File: src/rtl/shifter_seq.sv
// shifter_seq: multi-cycle barrel-free shifter. Accepts an operand over a
// valid/ready handshake, shifts by up to STEP bits per clock, and returns
// the result plus the last bit shifted out over a second handshake.
module shifter_seq #(
   parameter int WIDTH = 16,
   parameter int STEP  = 1,
   parameter int AMT_W = $clog2(WIDTH)
) (
   input  logic             clk,
   input  logic             rst_n,
   input  logic             flush,
   input  logic             in_valid,
   output logic             in_ready,
   input  logic [WIDTH-1:0] shift_in,
   input  logic [1:0]       shift_op,
   input  logic [AMT_W-1:0] shift_amt,
   output logic             out_valid,
   input  logic             out_ready,
   output logic [WIDTH-1:0] shift_out,
   output logic             carry_out
);

   // The remaining distance never exceeds WIDTH-1, so capping the per-cycle
   // step at WIDTH-1 is equivalent to STEP and keeps it inside AMT_W bits.
   localparam int              STEP_CAP = (STEP >= WIDTH) ? (WIDTH - 1) : STEP;
   localparam logic [AMT_W-1:0] STEP_A  = AMT_W'(STEP_CAP);

   localparam logic [1:0] OP_NONE = 2'b00;
   localparam logic [1:0] OP_LSL  = 2'b01;
   localparam logic [1:0] OP_LSR  = 2'b10;
   localparam logic [1:0] OP_ASR  = 2'b11;

   typedef enum logic [1:0] {
      ST_IDLE  = 2'b00,
      ST_SHIFT = 2'b01,
      ST_DONE  = 2'b10
   } state_t;

   state_t             state_r, state_nxt_s;
   logic [WIDTH-1:0]   data_r, data_nxt_s;
   logic [1:0]         op_r, op_nxt_s;
   logic [AMT_W-1:0]   rem_r, rem_nxt_s;
   logic               carry_r, carry_nxt_s;
   logic [AMT_W-1:0]   step_s;
   logic [WIDTH:0]     lsl_ext_s;
   logic [WIDTH:0]     rsh_ext_s;
   logic [WIDTH:0]     asr_ext_s;

   // Per-cycle shift distance: min(remaining, STEP).
   always_comb begin
      step_s = rem_r;
      if (rem_r > STEP_A) begin
         step_s = STEP_A;
      end else begin
         step_s = rem_r;
      end
   end

   // One-step shifters, widened by one bit so the extra bit captures the carry.
   always_comb begin
      lsl_ext_s = {1'b0, data_r} << step_s;
      rsh_ext_s = {data_r, 1'b0} >> step_s;
      asr_ext_s = $unsigned($signed({data_r, 1'b0}) >>> step_s);
   end

   // Next-state and datapath update; flush dominates every other input.
   always_comb begin
      state_nxt_s = state_r;
      data_nxt_s  = data_r;
      op_nxt_s    = op_r;
      rem_nxt_s   = rem_r;
      carry_nxt_s = carry_r;
      if (flush) begin
         state_nxt_s = ST_IDLE;
         rem_nxt_s   = {AMT_W{1'b0}};
         carry_nxt_s = 1'b0;
      end else begin
         case (state_r)
            ST_IDLE: begin
               if (in_valid) begin
                  data_nxt_s  = shift_in;
                  op_nxt_s    = shift_op;
                  carry_nxt_s = 1'b0;
                  if ((shift_op == OP_NONE) || (shift_amt == {AMT_W{1'b0}})) begin
                     rem_nxt_s   = {AMT_W{1'b0}};
                     state_nxt_s = ST_DONE;
                  end else begin
                     rem_nxt_s   = shift_amt;
                     state_nxt_s = ST_SHIFT;
                  end
               end else begin
                  state_nxt_s = ST_IDLE;
               end
            end
            ST_SHIFT: begin
               case (op_r)
                  OP_LSL: begin
                     data_nxt_s  = lsl_ext_s[WIDTH-1:0];
                     carry_nxt_s = lsl_ext_s[WIDTH];
                  end
                  OP_LSR: begin
                     data_nxt_s  = rsh_ext_s[WIDTH:1];
                     carry_nxt_s = rsh_ext_s[0];
                  end
                  OP_ASR: begin
                     data_nxt_s  = asr_ext_s[WIDTH:1];
                     carry_nxt_s = asr_ext_s[0];
                  end
                  default: begin
                     data_nxt_s  = data_r;
                     carry_nxt_s = carry_r;
                  end
               endcase
               rem_nxt_s = rem_r - step_s;
               if (rem_r == step_s) begin
                  state_nxt_s = ST_DONE;
               end else begin
                  state_nxt_s = ST_SHIFT;
               end
            end
            ST_DONE: begin
               if (out_ready) begin
                  state_nxt_s = ST_IDLE;
               end else begin
                  state_nxt_s = ST_DONE;
               end
            end
            default: begin
               state_nxt_s = ST_IDLE;
               rem_nxt_s   = {AMT_W{1'b0}};
               carry_nxt_s = 1'b0;
            end
         endcase
      end
   end

   // FSM state register.
   always_ff @(posedge clk or negedge rst_n) begin
      if (!rst_n) begin
         state_r <= ST_IDLE;
      end else begin
         state_r <= state_nxt_s;
      end
   end

   // Datapath registers: operand/result, latched op, remaining distance, carry.
   always_ff @(posedge clk or negedge rst_n) begin
      if (!rst_n) begin
         data_r  <= {WIDTH{1'b0}};
         op_r    <= 2'b00;
         rem_r   <= {AMT_W{1'b0}};
         carry_r <= 1'b0;
      end else begin
         data_r  <= data_nxt_s;
         op_r    <= op_nxt_s;
         rem_r   <= rem_nxt_s;
         carry_r <= carry_nxt_s;
      end
   end

   assign in_ready  = (state_r == ST_IDLE);
   assign out_valid = (state_r == ST_DONE);
   assign shift_out = data_r;
   assign carry_out = carry_r;

endmodule

File: config.mk
export PLATFORM = sky130hd
export DESIGN_NAME = shifter_seq
export DESIGN_NICKNAME = d
export VERILOG_FILES = /design/src/rtl/shifter_seq.sv
export SDC_FILE = /design/constraint.sdc
export NUM_CORES = 1
export LEC_CHECK = 0
export BUFFER_PORTS_ARGS = -buffer_cell sky130_fd_sc_hd__buf_2
export CAP_MARGIN = 20
export CORE_ASPECT_RATIO = 0.7
export CORE_MARGIN = 1.5
export CORE_UTILIZATION = 47
export DETAILED_ROUTE_END_ITERATION = 10
export PLACE_DENSITY_LB_ADDON = 0.05
export REMOVE_ABC_BUFFERS = 1
export SLEW_MARGIN = 10
export SYNTH_ARGS = -nofsm -noshare
export SYNTH_HDL_FRONTEND = slang
export SYNTH_SLANG_ARGS = --single-unit
File: constraint.sdc
create_clock -name clk -period 1.9 [get_ports clk]
set_input_delay 0.285 -clock clk [delete_from_list [all_inputs] [get_ports clk]]
set_output_delay 0.285 -clock clk [all_outputs]
set_load 0.005 [all_outputs]
==> flow_summary.json, run 1 <==
{
  "syn_inst": 150,
  "crit_arrival_ns": 1.86,
  "post_cts_buffers": 0,
  "cts-root-buf": "clkbuf_8",
  "drcViolationCount": 0,
  "ys_ff_latch": 25,
  "synthTopCellsByArea": "dfrtp_1 (38%), mux2_2 (10%), a2bb2oi_2 (10%)",
  "die_x_um": 73.8,
  "clk_latency_ns": 0.27,
  "synth_cell_types": 43,
  "antenna_found_initial": 0,
  "r2r_cells": 7,
  "r2r_setup_slack_ns": 0.20,
  "final-hold-violation-count": 0,
  "ctsHoldBuffers": 0,
  "rows": 17,
  "drt_iter0_markers": 53,
  "fin_crit_ns": 1.70,
  "slew_headroom_pct": 60.6,
  "synthToLayoutAreaGrowth_pct": 20.2,
  "worst_pin_slew_ns": 0.591,
  "reg2reg_from": "op_r[0]$_DFFE_PN0P_",
  "hold_slack_ns": 0.00919,
  "p_leak_nw": 0.884,
  "core_area_um2": 3250,
  "die_y_um": 52.5,
  "final_nets": 231,
  "max_freq_mhz": 590,
  "critPathRequiredTime_ns": 2.06,
  "first_pass_iters": 5,
  "clock_path_buffers": 2,
  "status": "completed",
  "synth_top_area_share_pct": 38.0,
  "die_area_um2": 3880,
  "grt_usage_pct": 21.9,
  "overflow": 0,
  "slew_violations": 0,
  "ys_seq_area_share_pct": 38.0,
  "grt_pass1_wl_um": 6330,
  "wirelength_um": 3830,
  "grt_pass1_vias": 1269,
  "setup_violations": 0,
  "hold_class": "primary input to async pin",
  "ant_nets": 0,
  "boundaryPins": 46,
  "synth_ff_type": "dfrtp_1",
  "num_antenna_cells": 0,
  "ctsResizeCount": 0,
  "htree_levels": 1,
  "vias_per_cell": 5.55,
  "cts_made_buffers": 3,
  "wl_per_cell_um": 15.6,
  "place_hpwl_um": 2900,
  "worst_setup_path_end_kind": "flop",
  "place_congestion": 0.938,
  "startpoint_type": "flop",
  "tns_ns": 0,
  "grt_max_degree": 26,
  "crit_path_max_fanout": 15,
  "cts_num_sinks": 25,
  "ys_async_sr_fraction_pct": 100,
  "skew_ns": 0.00415,
  "cts_tree": "built",
  "critical_path_class": "flop to flop",
  "p_per_area_nw_per_um2": 1080,
  "yosys.area.top_type": "dfrtp_1",
  "maxCapViolCount": 0,
  "ir_drop_v": 0.000736,
  "final_cell_count_no_fill": 245,
  "syn_avg_cell_area_um2": 11.0,
  "netlist_area_um2": 1650,
  "initial_core_util_pct": 50.6,
  "yosys_warnings": 0,
  "synth_edf_count": 0,
  "numPortBuffers": 45,
  "r2r_end": "shift_out[7]$_DFFE_PN0P_",
  "vias": 1360,
  "period_share_pct": 89.2,
  "place_inst": 241,
  "rsz0062_at_grt": "false",
  "clk_pin_slew_ns": 0.09,
  "drive_above_1_share_pct": 46.0
}
[through the flow]
step                util, %  instance area (um^2)  total power, mW  setup slack, ns
finish                 60.9                  1980             2.14            0.204
global route           60.9                  1980             2.31           0.0725
CTS                    60.9                  1980             2.17            0.187
detailed placement     59.5                  1940             1.84            0.202
global placement       59.5                  1940             1.81            0.265
floorplan                 -                  1570             1.49           -0.204
[cells in the final DEF (no fill, tap or decap), types with 2 or more instances in the layout]
cell type and n:
o31ai_1 2, nor4b_1 2, buf_2 45, o21ai_0 4
buf_4 8, a21oi_1 3, inv_1 6, a2bb2oi_2 11
nor2_1 7, mux2_2 15, o22ai_1 13, ha_1 5
nor3_1 5, or2_2 2, dfrtp_1 25, a2bb2oi_1 5
nand2_1 11, clkbuf_8 3
[registers in the layout, indices dropped and copies added, names as in the netlist]
register and count:
shift_out 16, rem_r 4, op_r 2, state_r 2, carry_out 1
[cell type report]
class	instances	area, um^2
Sequential cell	25	626
Timing Repair Buffer	54	305
Fill cell	312	1270
Inverter	6	22.5
Multi-Input combinational cell	109	923
Clock buffer	4	45.0
Tap cell	47	58.8
[synth_stat cells, types with 2 or more instances]
cell / instances
nor2_1: 7
ha_1: 5
nor4b_1: 2
dfrtp_1: 25
inv_1: 6
o22ai_1: 13
o31ai_1: 2
a21oi_1: 3
nand2_1: 11
o21ai_0: 4
buf_2: 4
a2bb2oi_1: 5
nor3_1: 5
mux2_2: 15
buf_6: 4
a2bb2oi_2: 11
or2_2: 2
[per-layer routing]
metal,vias up,share of wire [%],GRT usage (%)
met2,44,41,29.3
met4,0,1.3,7.10
li1,669,-,-
met1,640,53,34.4
met3,7,5.3,4.04
met5,-,0,0
[logic make-up (layout without fill, tap and decap cells)]
logic type                 after synthesis  count (layout)  synth area share, %
muxes                                   16              16                 10.9
buffers and inverters                   16              64                 6.00
adders and majority gates                5               5                 3.80
DFF                                     25              25                 38.0
xor gates and xnor gates                 1               1                0.532
AOI/OAI and AO/OA                       51              51                 28.2
and+or+nand+nor                         36              36                 12.7
[worst max path at each step]
stage	start	to	slack, ns
detailed placement	op_r[0]$_DFFE_PN0P_	shift_out[7]$_DFFE_PN0P_	0.20
global route	op_r[0]$_DFFE_PN0P_	shift_out[7]$_DFFE_PN0P_	0.07
finish	op_r[0]$_DFFE_PN0P_	shift_out[7]$_DFFE_PN0P_	0.20
CTS	op_r[0]$_DFFE_PN0P_	shift_out[7]$_DFFE_PN0P_	0.19
floorplan	state_r[0]$_DFF_PN0_	shift_out[10]$_DFFE_PN0P_	-0.20
global placement	op_r[0]$_DFFE_PN0P_	shift_out[9]$_DFFE_PN0P_	0.26
[critical path: stages (launching register included)]
cell and delay [ns]:
dfrtp_1 0.39, inv_1 0.07, ha_1 0.20, nor2_1 0.10, buf_4 0.24, mux2_2 0.36, o22ai_1 0.16, a2bb2oi_2 0.08
[power breakdown]
group | total, mW | internal (mW) | switching [mW]
Clock | 0.320 | 0.150 | 0.169
Sequential | 0.860 | 0.675 | 0.185
Combinational | 0.964 | 0.570 | 0.394
No activity file was read; power rests on OpenSTA's default activity.
==> inputs of run 2 (changes only) <==
--- a/config.mk
+++ b/config.mk
@@ -11,7 +11,7 @@
 export CORE_MARGIN = 1.5
 export CORE_UTILIZATION = 47
 export DETAILED_ROUTE_END_ITERATION = 10
-export PLACE_DENSITY_LB_ADDON = 0.05
+export PLACE_DENSITY_LB_ADDON = 0.25
 export REMOVE_ABC_BUFFERS = 1
 export SLEW_MARGIN = 10
 export SYNTH_ARGS = -nofsm -noshare
==> flow_summary.json, run 2 (synthesized netlist as in run 1, its figures left out) <==
{
  "layout_common_cells": "buf_2 (45), dfrtp_1 (25), mux2_2 (15)",
  "ctsResizeCount": 0,
  "ant_nets": 0,
  "setup_violations": 0,
  "period_share_pct": 90.7,
  "slew_headroom_pct": 62.2,
  "maxCapViolCount": 0,
  "grt_max_degree": 26,
  "place_inst": 239,
  "crit_start": "op_r[0]$_DFFE_PN0P_",
  "p_per_area_nw_per_um2": 1090,
  "drcViolationCount": 0,
  "synthToLayoutAreaGrowth_pct": 19.3,
  "initial_core_util_pct": 50.6,
  "drive_above_1_share_pct": 45.4,
  "htree_levels": 1,
  "wl_per_cell_um": 15.6,
  "final_nets": 229,
  "overflow": 0,
  "startpoint_type": "flop",
  "final-hold-violation-count": 0,
  "clock_path_buffers": 2,
  "cts_num_sinks": 25,
  "status": "completed",
  "grt_usage_pct": 21.9,
  "largest_reg_flops": 16,
  "wirelength_um": 3790,
  "grt_pass1_vias": 1342,
  "ir_drop_v": 0.000563,
  "post_cts_buffers": 0,
  "place_hpwl_um": 2780,
  "p_leak_nw": 0.873,
  "grt_pass1_wl_um": 6320,
  "core_area_um2": 3250,
  "slew_violations": 0,
  "clk_latency_ns": 0.27,
  "reg2reg_from": "op_r[0]$_DFFE_PN0P_",
  "boundaryPins": 46,
  "die_area_um2": 3880,
  "max_freq_mhz": 581,
  "dpl_cell_area_um2": 1920,
  "ctsHoldBuffers": 0,
  "worst_setup_path_end_kind": "flop",
  "crit_path_max_fanout": 15,
  "cts-root-buf": "clkbuf_8",
  "clk_pin_slew_ns": 0.09,
  "vias": 1370,
  "final_cell_count_no_fill": 243,
  "die_y_um": 52.5,
  "cts_tree": "built",
  "place_congestion": 0.896,
  "layout_commonest_cell": "buf_2",
  "r2r_cells": 7,
  "postLayoutCellArea_um2": 1970,
  "r2r_end": "shift_out[7]$_DFFE_PN0P_",
  "worst_pin_slew_ns": 0.568,
  "skew_ns": 0.00449,
  "drt_iter0_markers": 64,
  "crit_arrival_ns": 1.88,
  "rsz0062_at_grt": "false",
  "critPathRequiredTime_ns": 2.06,
  "num_antenna_cells": 0,
  "hold_class": "primary input to async pin",
  "critical_path_class": "flop to flop",
  "antenna_found_initial": 0,
  "fin_crit_ns": 1.72,
  "r2r_setup_slack_ns": 0.18,
  "die_x_um": 73.8,
  "vias_per_cell": 5.64,
  "rows": 17,
  "finish.utilization_pct": 60.4,
  "first_pass_iters": 4,
  "cts_made_buffers": 3,
  "numPortBuffers": 45
}
-- run 2: cell types whose count changed in the layout (fill, tap and decap cells not counted), sizes merged --
cell  delta
buf      -2
-- run 2: cell type report --
class	count	area [um^2]
tap	47	58.8
timing repair buffer	52	290
sequential	25	626
clock buffer	4	45.0
multi-input combinational	109	923
inverter	6	22.5
fill	275	1290
-- run 2: power breakdown --
part | total [mW] | leakage (nW) | switching, mW | internal [mW]
clock network | 0.316 | 0.0228 | 0.166 | 0.150
registers | 0.855 | 0.296 | 0.180 | 0.675
logic | 0.967 | 0.555 | 0.402 | 0.565
total | 2.14 | 0.873 | 0.748 | 1.39
-- run 2: worst max-delay path by stage --
| stage | endpoint | slack (ns) | cells past startpoint |
|---|---|---|---|
| global route | shift_out[7]$_DFFE_PN0P_ | 0.09 | 7 |
| floorplan | shift_out[10]$_DFFE_PN0P_ | -0.20 | 3 |
| finish | shift_out[7]$_DFFE_PN0P_ | 0.18 | 7 |
| global placement | shift_out[9]$_DFFE_PN0P_ | 0.25 | 7 |
| CTS | shift_out[7]$_DFFE_PN0P_ | 0.16 | 7 |
| detailed placement | shift_out[7]$_DFFE_PN0P_ | 0.18 | 7 |
-- run 2: per-stage QoR --
stage	TNS, ns	power (mW)	hold slack, ns	setup slack [ns]
finish	0	2.14	0.00109	0.178
global route	0	2.28	0.0395	0.0886
CTS	0	2.16	0.0148	0.160
detailed placement	0	1.83	0.310	0.175
global placement	0	1.79	0.302	0.253
floorplan	-3.14	1.49	-0.0106	-0.204
-- run 2: routing by layer --
layer | routed length [um] | vias to the layer above | global-route usage [%]
met1 | 1770 | 657 | 31.7
met3 | 219 | 8 | 5.00
li1 | - | 660 | -
met4 | 70 | 0 | 7.10
met5 | 0 | - | 0
met2 | 1730 | 45 | 32.3
-- run 2: worst max-delay path, stage by stage (launching register included) --
cell and delay (ns):
dfrtp_1 0.38, inv_1 0.07, ha_1 0.20, nor2_1 0.10, buf_4 0.23, mux2_2 0.36
o22ai_1 0.17, a2bb2oi_2 0.08
